===== config.mk =====
export PLATFORM = sky130hd
export DESIGN_NAME = rpmp_host_link
export DESIGN_NICKNAME = d
export VERILOG_FILES = /design/src/rtl/rpmp_pkg.sv /design/src/rtl/rpmp_event_fifo.sv /design/src/rtl/rpmp_host_link.sv
export SDC_FILE = /design/constraint.sdc
export NUM_CORES = 1
export LEC_CHECK = 0
export BUFFER_PORTS_ARGS = -buffer_cell sky130_fd_sc_hd__buf_2
export CORE_ASPECT_RATIO = 1.2
export CORE_MARGIN = 2
export CORE_UTILIZATION = 60
export CTS_CLUSTER_SIZE = 10
export DETAILED_ROUTE_END_ITERATION = 7
export PLACE_DENSITY_LB_ADDON = 0.25
export SYNTH_ARGS = -nofsm -noshare
export SYNTH_HDL_FRONTEND = slang
export SYNTH_HIERARCHICAL = 1
export SYNTH_SLANG_ARGS = --single-unit

===== constraint.sdc =====
create_clock -name gclk -period 6.6 [get_ports gclk]
set_clock_uncertainty 0.2 [all_clocks]
set_input_delay 1.32 -clock gclk [delete_from_list [all_inputs] [get_ports gclk]]
set_output_delay 1.32 -clock gclk [all_outputs]
set_load 0.02 [all_outputs]

===== src/rtl/rpmp_pkg.sv =====
// Shared encodings and the event record for the MSX-to-Pi host link.
// Holds no logic apart from the INFO word packer used by the handshake stage.
package rpmp_pkg;

    localparam logic [1:0] CMD_PEEK_ADDR  = 2'b00;
    localparam logic [1:0] CMD_POP_INFO   = 2'b01;
    localparam logic [1:0] CMD_WRITE_DATA = 2'b10;
    localparam logic [1:0] CMD_CONTROL    = 2'b11;

    localparam int CTL_WAIT    = 15;
    localparam int CTL_INT     = 14;
    localparam int CTL_CLAIM   = 13;
    localparam int CTL_UNCLAIM = 12;
    localparam int CTL_OVF_CLR = 11;

    localparam int INFO_RW    = 15;
    localparam int INFO_IOMEM = 14;
    localparam int INFO_EMPTY = 13;
    localparam int INFO_OVF   = 12;

    typedef struct packed {
        logic [15:0] addr;
        logic [7:0]  data;
        logic        rw;
        logic        iomem;
    } ev_t;

    // Head fields are only meaningful when the queue holds something.
    function automatic logic [15:0] info_word(input ev_t h, input logic empty, input logic ovf);
        logic [15:0] w;
        w = '0;
        if (empty) begin
            w[INFO_EMPTY] = 1'b1;
        end else begin
            w[INFO_RW]    = h.rw;
            w[INFO_IOMEM] = h.iomem;
            w[7:0]        = h.data;
        end
        w[INFO_OVF] = ovf;
        return w;
    endfunction

endpackage


===== src/rtl/rpmp_event_fifo.sv =====
// Generic synchronous FIFO; head is read combinationally, push/pop take effect on the clock edge.
// Latency 1 cycle push-to-head; push is refused while full even if a pop happens in the same cycle.
module rpmp_event_fifo #(
    parameter int DEPTH = 8,
    parameter int W     = 26
) (
    input  logic                     gclk,
    input  logic                     reset,
    input  logic                     push,
    input  logic [W-1:0]             push_dat,
    input  logic                     pop,
    output logic [W-1:0]             head_dat,
    output logic                     full,
    output logic                     empty,
    output logic [$clog2(DEPTH):0]   count
);
    localparam int AW = $clog2(DEPTH);

    logic [W-1:0]  mem [DEPTH];
    logic [AW-1:0] wr_ptr;
    logic [AW-1:0] rd_ptr;
    logic [AW:0]   count_nxt;
    logic          push_ok;
    logic          pop_ok;

    assign push_ok  = push && !full;
    assign pop_ok   = pop && !empty;
    assign empty    = (count == '0);
    assign head_dat = mem[rd_ptr];

    always_comb begin
        count_nxt = count;
        if (push_ok) count_nxt = count_nxt + 1'b1;
        if (pop_ok)  count_nxt = count_nxt - 1'b1;
    end

    always_ff @(posedge gclk) begin
        if (push_ok) mem[wr_ptr] <= push_dat;
    end

    // Pointers wrap naturally because DEPTH is a power of two.
    always_ff @(posedge gclk) begin
        if (reset) begin
            wr_ptr <= '0;
            rd_ptr <= '0;
            count  <= '0;
            full   <= 1'b0;
        end else begin
            if (push_ok) wr_ptr <= wr_ptr + 1'b1;
            if (pop_ok)  rd_ptr <= rd_ptr + 1'b1;
            count <= count_nxt;
            full  <= (count_nxt == (AW+1)'(DEPTH));
        end
    end

endmodule


===== src/rtl/rpmp_host_link.sv =====
// Queues MSX bus events and serves them to the Pi over r/cmd with a RATN/ack four-phase handshake.
// Latency RATN edge to ack edge 3-4 gclk; events offered while the queue is full are dropped and flagged.
module rpmp_host_link
    import rpmp_pkg::*;
#(
    parameter int DEPTH = 8
) (
    input  logic        gclk,
    input  logic        reset,
    input  logic        ev_valid,
    output logic        ev_ready,
    input  logic [15:0] ev_addr,
    input  logic [7:0]  ev_data,
    input  logic        ev_rw,
    input  logic        ev_iomem,
    input  logic        RATN,
    input  logic [1:0]  cmd,
    input  logic [15:0] r_in,
    output logic [15:0] r_out,
    output logic        r_oe,
    output logic        ack,
    output logic [7:0]  rdata,
    output logic        rdata_valid,
    output logic        rwait,
    output logic        rint,
    input  logic [7:0]  io_port,
    output logic        io_claimed
);
    localparam int CW = $clog2(DEPTH) + 1;

    localparam logic [0:0] ST_IDLE = 1'b0;
    localparam logic [0:0] ST_ACK  = 1'b1;

    logic [0:0]    state;
    logic [2:0]    ratn_s;
    logic          rise;
    logic          fall;
    logic          start;
    logic          overflow;
    logic          ovf_set;
    logic          ovf_clr;
    logic          pop;
    logic [255:0]  claim_tbl;
    ev_t           ev_in;
    ev_t           head;
    logic          fifo_full;
    logic          fifo_empty;
    logic [CW-1:0] fifo_count;

    assign rise  = (ratn_s[2:1] == 2'b01);
    assign fall  = (ratn_s[2:1] == 2'b10);
    // A rise while ack is still high breaks the protocol and is ignored.
    assign start = rise && (state == ST_IDLE);
    assign pop   = start && (cmd == CMD_POP_INFO) && (fifo_count != '0);

    assign ev_in      = '{addr: ev_addr, data: ev_data, rw: ev_rw, iomem: ev_iomem};
    assign ev_ready   = !fifo_full;
    assign ack        = (state == ST_ACK);
    assign io_claimed = claim_tbl[io_port];

    assign ovf_set = ev_valid && fifo_full;
    assign ovf_clr = start && (cmd == CMD_CONTROL) && r_in[CTL_OVF_CLR];

    rpmp_event_fifo #(
        .DEPTH (DEPTH),
        .W     ($bits(ev_t))
    ) u_fifo (
        .gclk     (gclk),
        .reset    (reset),
        .push     (ev_valid),
        .push_dat (ev_in),
        .pop      (pop),
        .head_dat (head),
        .full     (fifo_full),
        .empty    (fifo_empty),
        .count    (fifo_count)
    );

    always_ff @(posedge gclk) begin
        if (reset) begin
            state       <= ST_IDLE;
            ratn_s      <= 3'b000;
            r_out       <= 16'h0000;
            r_oe        <= 1'b0;
            rdata       <= 8'hFF;
            rdata_valid <= 1'b0;
            rwait       <= 1'b0;
            rint        <= 1'b1;
            claim_tbl   <= '0;
            overflow    <= 1'b0;
        end else begin
            ratn_s      <= {ratn_s[1:0], RATN};
            rdata_valid <= 1'b0;
            overflow    <= ovf_set | (overflow & ~ovf_clr);
            if (start) begin
                state <= ST_ACK;
                case (cmd)
                    CMD_PEEK_ADDR: begin
                        r_out <= fifo_empty ? 16'h0000 : head.addr;
                        r_oe  <= 1'b1;
                    end
                    CMD_POP_INFO: begin
                        r_out <= info_word(head, fifo_empty, overflow);
                        r_oe  <= 1'b1;
                    end
                    CMD_WRITE_DATA: begin
                        rdata       <= r_in[7:0];
                        rdata_valid <= 1'b1;
                        r_oe        <= 1'b0;
                    end
                    CMD_CONTROL: begin
                        rwait <= r_in[CTL_WAIT];
                        rint  <= r_in[CTL_INT];
                        if (r_in[CTL_CLAIM])        claim_tbl[r_in[7:0]] <= 1'b1;
                        else if (r_in[CTL_UNCLAIM]) claim_tbl[r_in[7:0]] <= 1'b0;
                        r_oe <= 1'b0;
                    end
                endcase
            end else if (fall && (state == ST_ACK)) begin
                state <= ST_IDLE;
                r_oe  <= 1'b0;
            end
        end
    end

endmodule


======== Word level (Yosys, flattened, before mapping) ========
Memories as Yosys holds them, arrays and structs flattened. A register that Yosys moved wholly into a read port is not among the register bits.
Cells that the tools add are included.
word-level totals
  flip-flop bits (word level) ............. 300
  bits in writable memories ............... 208
  bits of input ports ..................... 56
  word-level logic and storage cells ...... 83
  memories ................................ 1
memories
  name        depth  bits a word  read ports  clocked after Yosys merged registers in  write ports  line                   RTL
  u_fifo.mem  8      26           1           1                                        1            rpmp_event_fifo.sv:19  logic [W-1:0] mem [DEPTH];
operators by class
  add/subtract/negate cells ............... 4
  order comparisons ....................... 3
  equality and inequality tests ........... 6
  mux-type cells .......................... 22
  bitwise logic cells ..................... 8
  reduce and logical (&&, ||, !) cells .... 25
operators by type and width
  operator                                                                      count
  256-bit 2-to-1 mux                                                            2
  256-bit AND                                                                   1
  256-bit NOT                                                                   1
  256-bit bitwise OR                                                            1
  16-bit case mux with 2 select lines                                           1
  8-bit by 9-bit less-than comparator with 1-bit output, second input constant  2
  16-bit 2-to-1 mux                                                             1
  1-bit logical AND                                                             10
  1-bit 2-to-1 mux                                                              9
  1-bit binary-select mux with 8-bit select                                     1
  1-bit demux with 8-bit select                                                 1
  8-bit by 1-bit >= comparator with 1-bit output, second input constant         1
  4-bit 2-to-1 mux                                                              2
  8-bit 2-to-1 mux                                                              1
  3-bit by 1-bit adder with 3-bit output, second input constant                 2
  2-bit == test, second input constant                                          3
  3-bit 2-to-1 mux                                                              2
  2-bit AND reduction                                                           3
  2-bit nonzero test                                                            3
  2-bit OR reduction                                                            3
  4-bit by 1-bit adder with 4-bit output, second input constant                 1
  2-bit by 1-bit == test with 1-bit output, second input constant               2
  4-bit == test, second input constant                                          1
  4-bit zero test                                                               1
  10 further kinds                                                              13

======== Depth between registers and ports, before layout ========
  depth after elaboration ................. 8
  depth in mapped cells ................... 10

======== By module ========
The synthesis kept the hierarchy.
modules (own cells, without submodules)
  module           times used  cells each  area each (sq um)  sequential area each (sq um)
  rpmp_host_link   1           1634        13456.7            5785.5
  rpmp_event_fifo  1           380         8521.9             6526.3

======== Worst setup path before layout ========
OpenSTA, ideal clock, no wires.
  path kind ............................... input -> register
  from .................................... input port ev_valid
  to ...................................... memory u_fifo.mem[0][0], enable pin
  library setup time ...................... 0.475 ns
  data arrival time ....................... 4.102 ns
  path slack .............................. 1.823 ns
  cell stages on the path ................. 2
  cell sequence ........................... or2b_1 -> nor4_1
between the ends
  longest elaborated chain between the ends .. 3
ends and longest elaborated chain
  item                                    line                   RTL
  start, declared                         rpmp_host_link.sv:10   input logic ev_valid,
  1-bit logical AND                       rpmp_event_fifo.sv:26  assign push_ok = push && !full;
  1-bit 2-to-1 mux                        rpmp_event_fifo.sv:38  if (push_ok) mem[wr_ptr] <= push_dat;
  1-bit 2-to-1 mux (implied by the code)  rpmp_event_fifo.sv:38
  end, declared                           rpmp_event_fifo.sv:19
No other way between the ends.

======== Final worst setup path ========
  from .................................... input port io_port[0]
  to ...................................... output port io_claimed
between the ends
  longest elaborated chain between the ends .. 2
ends and longest elaborated chain
  item                                       line                  RTL
  start, declared                            rpmp_host_link.sv:26  input logic [7:0] io_port,
  1-bit binary-select mux with 8-bit select  rpmp_host_link.sv:59  assign io_claimed = claim_tbl[io_port];
  1-bit 2-to-1 mux (implied by the code)     rpmp_host_link.sv:59
  end, declared                              rpmp_host_link.sv:27  output logic io_claimed
No other way between the ends. The select of a mux whose other input is x is not followed.

==> impl_metrics.toml <==
[cts]
cts_inserted_buffers = 57
cts_setup_buffers = 0
cts.sinks = 511
root_buffer = "clkbuf_16"
htree_levels = 2
cts_buffer_depth = 3
ctsResizeCount = 0
ctsHoldBuffers = 0
clk_pin_slew_ns = 0.05
cts_tree = "built"
clock_latency_ns = 0.61

[layout]
syn_to_final_growth_pct = 10.20
drive_gt1_share_pct = 16.05
fin_cells = 2494
final_util_pct = 67.21
design_area_mm2 = 0.02422
nets = 2057

[synthesis]
synth-compound-area-share_pct = 14.11
ys_types = 59
syn_area_mm2 = 0.02198
synth_nets = 2075
synthTopCellsByArea = "edfxtp_1, dfxtp_1, mux4_2"
synthXorXnorAreaFrac_pct = 0.4839
ys_seq_area_share_pct = 56.02
synth.ff_latch_count = 511
synth_common_cells = "dfxtp_1, nand3_1, a21oi_1"
synth.area.mux_share_pct = 13.66
yosysTopAreaCell = "edfxtp_1"
synth.avg_cell_area_um2 = 10.91
synth.most_common_cell = "dfxtp_1"
synth-simple-area-share_pct = 11.94
synth_top_family_by_area = "compound AO/OA/AOI/OAI gates"
synth_ff_type = "dfxtp_1"
syn_inst = 2014
yosys.area_share.adder_pct = 0.2846
ys_warn_count = 6
synth-async-reset-ratio_pct = 0
synth_top_area_share_pct = 28.42
synth_edf_count = 208

[drt]
drc = 0
via_per_inst = 6.758
drt_wl_total_um = 59730
first_pass_iters = 6
wire_per_inst_um = 23.95
ant_nets = 0
via_count = 16854
drtIter0Drc = 2246

[pwr]
p_clk_share_pct = 43.1
p_int_mw = 5.035
switching_share_pct = 22.77
power.density_mw_per_mm2 = 269.2
p_sw_mw = 1.485
combPwrFrac_pct = 5.6
total_power_mw = 6.520
p_leak_nw = 7.689
max-vdd-ir-drop_mv = 0.2597
pwr-share-seq_pct = 51.2

[placement]
hpwl_um = 34120
place_ws_ns = 0.8841
placed_area_mm2 = 0.02260
placed_cells = 2405
portBuffers = 83
place_congestion = 0.8465

[floorplanning]
core_mm2 = 0.03604
fp.dieH_um = 213.7
initial_utilization_pct = 60.98
rows = 76
die-area_mm2 = 0.03818
die_w_um = 178.7
ios = 87

[critical_path]
cp.arrival_ns = 4.26
reg2reg_depth = 7
cp-start-kind = "primary input"
crit_path_end_kind = "output port"
critical_path_class = "primary input to output port"
reg2reg_from = "ack$_SDFFE_PP0P_"
critPathRequiredTime_ns = 5.08
path_max_fanout = 27
r2r_slack_ns = 3.41

[timing]
period_share_pct = 87.54
fin_tns_setup_ns = 0
max-slew-margin-rel_pct = 10.88
fin_crit_ns = 5.777
tightest_slew_ns = 1.335
hold_slack_ns = 0.2501
hold_viol = 0
drv_slew = 0
max_freq_mhz = 173.1
fin_ws_ns = 0.8226
setup_violations = 0
rsz0062_at_grt = "false"

[global_route]
grt_max_degree = 197
grt_pass1_wl_um = 92030
antenna_found_initial = 2
grt_use_total_pct = 31.48
grt_overflow = 0
first_global_vias = 16392

[worst_hold_path]
worst_hold_path_type = "flip-flop to flip-flop"
hp-start = "ratn_s[0]$_SDFF_PP0_"
hold_end = "ratn_s[1]$_SDFF_PP0_"
holdPathStages = 1

[run]
max-cap-violations = 0

[outcome]
status = "finished clean"
==> per-layer routing <==
| metal | up-vias | routed length (µm) | track usage (%) | part of all wire (%) |
|---|---|---|---|---|
| li1 | 7501 | - | - | - |
| met1 | 8201 | 21840 | 39.01 | 37 |
| met2 | 935 | 29340 | 53.06 | 49 |
| met3 | 215 | 5333 | 5.691 | 8.9 |
| met4 | 2 | 3208 | 16.01 | 5.4 |
| met5 | - | 10 | 0 | 0.017 |
==> critical path, cell delays in order <==
cell	delay [ns]
buf_2	0.65
buf_4	0.57
mux4_2	0.57
mux2i_1	0.17
o211ai_1	0.17
a32oi_1	0.31
nand3_1	0.13
o41a_1	0.16
buf_2	0.18
==> cell type report <==
type	count	area [µm²]
multi-input combinational	1313	9025
clock buffer	84	1548
tap	468	585.6
antenna	1	2.502
timing repair buffer	110	660.6
inverter	3	11.26
clock inverter	4	71.32
fill	2647	11820
sequential	511	12320
==> cells in the final DEF, fill, tap and decap left out, drive strengths merged, types with 9 or more instances in the layout <==
master / n
nand3b: 15
o21ai: 266
nor2: 67
nor3: 32
a21oi: 274
buf: 109
a221oi: 9
clkbuf: 85
edfxtp: 208
o22ai: 24
nand3: 278
dfxtp: 303
mux2: 26
mux2i: 84
mux4: 83
nand2b: 15
nand2: 52
nor2b: 18
==> how the worst max path moves through the flow <==
| stage | start | end | slack (ns) | cells after the start |
|---|---|---|---|---|
| 2_1_floorplan | ev_valid | u_fifo/mem[0][0]$_DFFE_PP_ | 1.82 | 2 |
| 3_3_place_gp | io_port[0] | io_claimed | 0.92 | 9 |
| 3_5_place_dp | io_port[0] | io_claimed | 0.88 | 9 |
| 4_1_cts | io_port[0] | io_claimed | 0.87 | 9 |
| 5_1_grt | io_port[0] | io_claimed | 0.73 | 10 |
| 6_report | io_port[0] | io_claimed | 0.82 | 9 |
==> power groups by stage <==
| stage | combinational [mW] | sequential, mW | clock [mW] |
|---|---|---|---|
| global route | 0.386 | 3.34 | 2.96 |
| floorplan | 0.220 | 3.41 | 0 |
| finish | 0.367 | 3.34 | 2.81 |
| CTS | 0.361 | 3.34 | 2.84 |
| global placement | 0.352 | 3.40 | 0 |
| detailed placement | 0.359 | 3.41 | 0 |
==> cell families (layout without fill, tap and decap cells) <==
group           Yosys count  after routing
xor+xnor                 10             10
simple gates            512            512
fa+ha+maj                 5              5
flops                   511            511
compound gates          593            593
other cells               0              1
buf+inv                 190            201
mux                     193            193
Power figures use the tool's default switching activity.
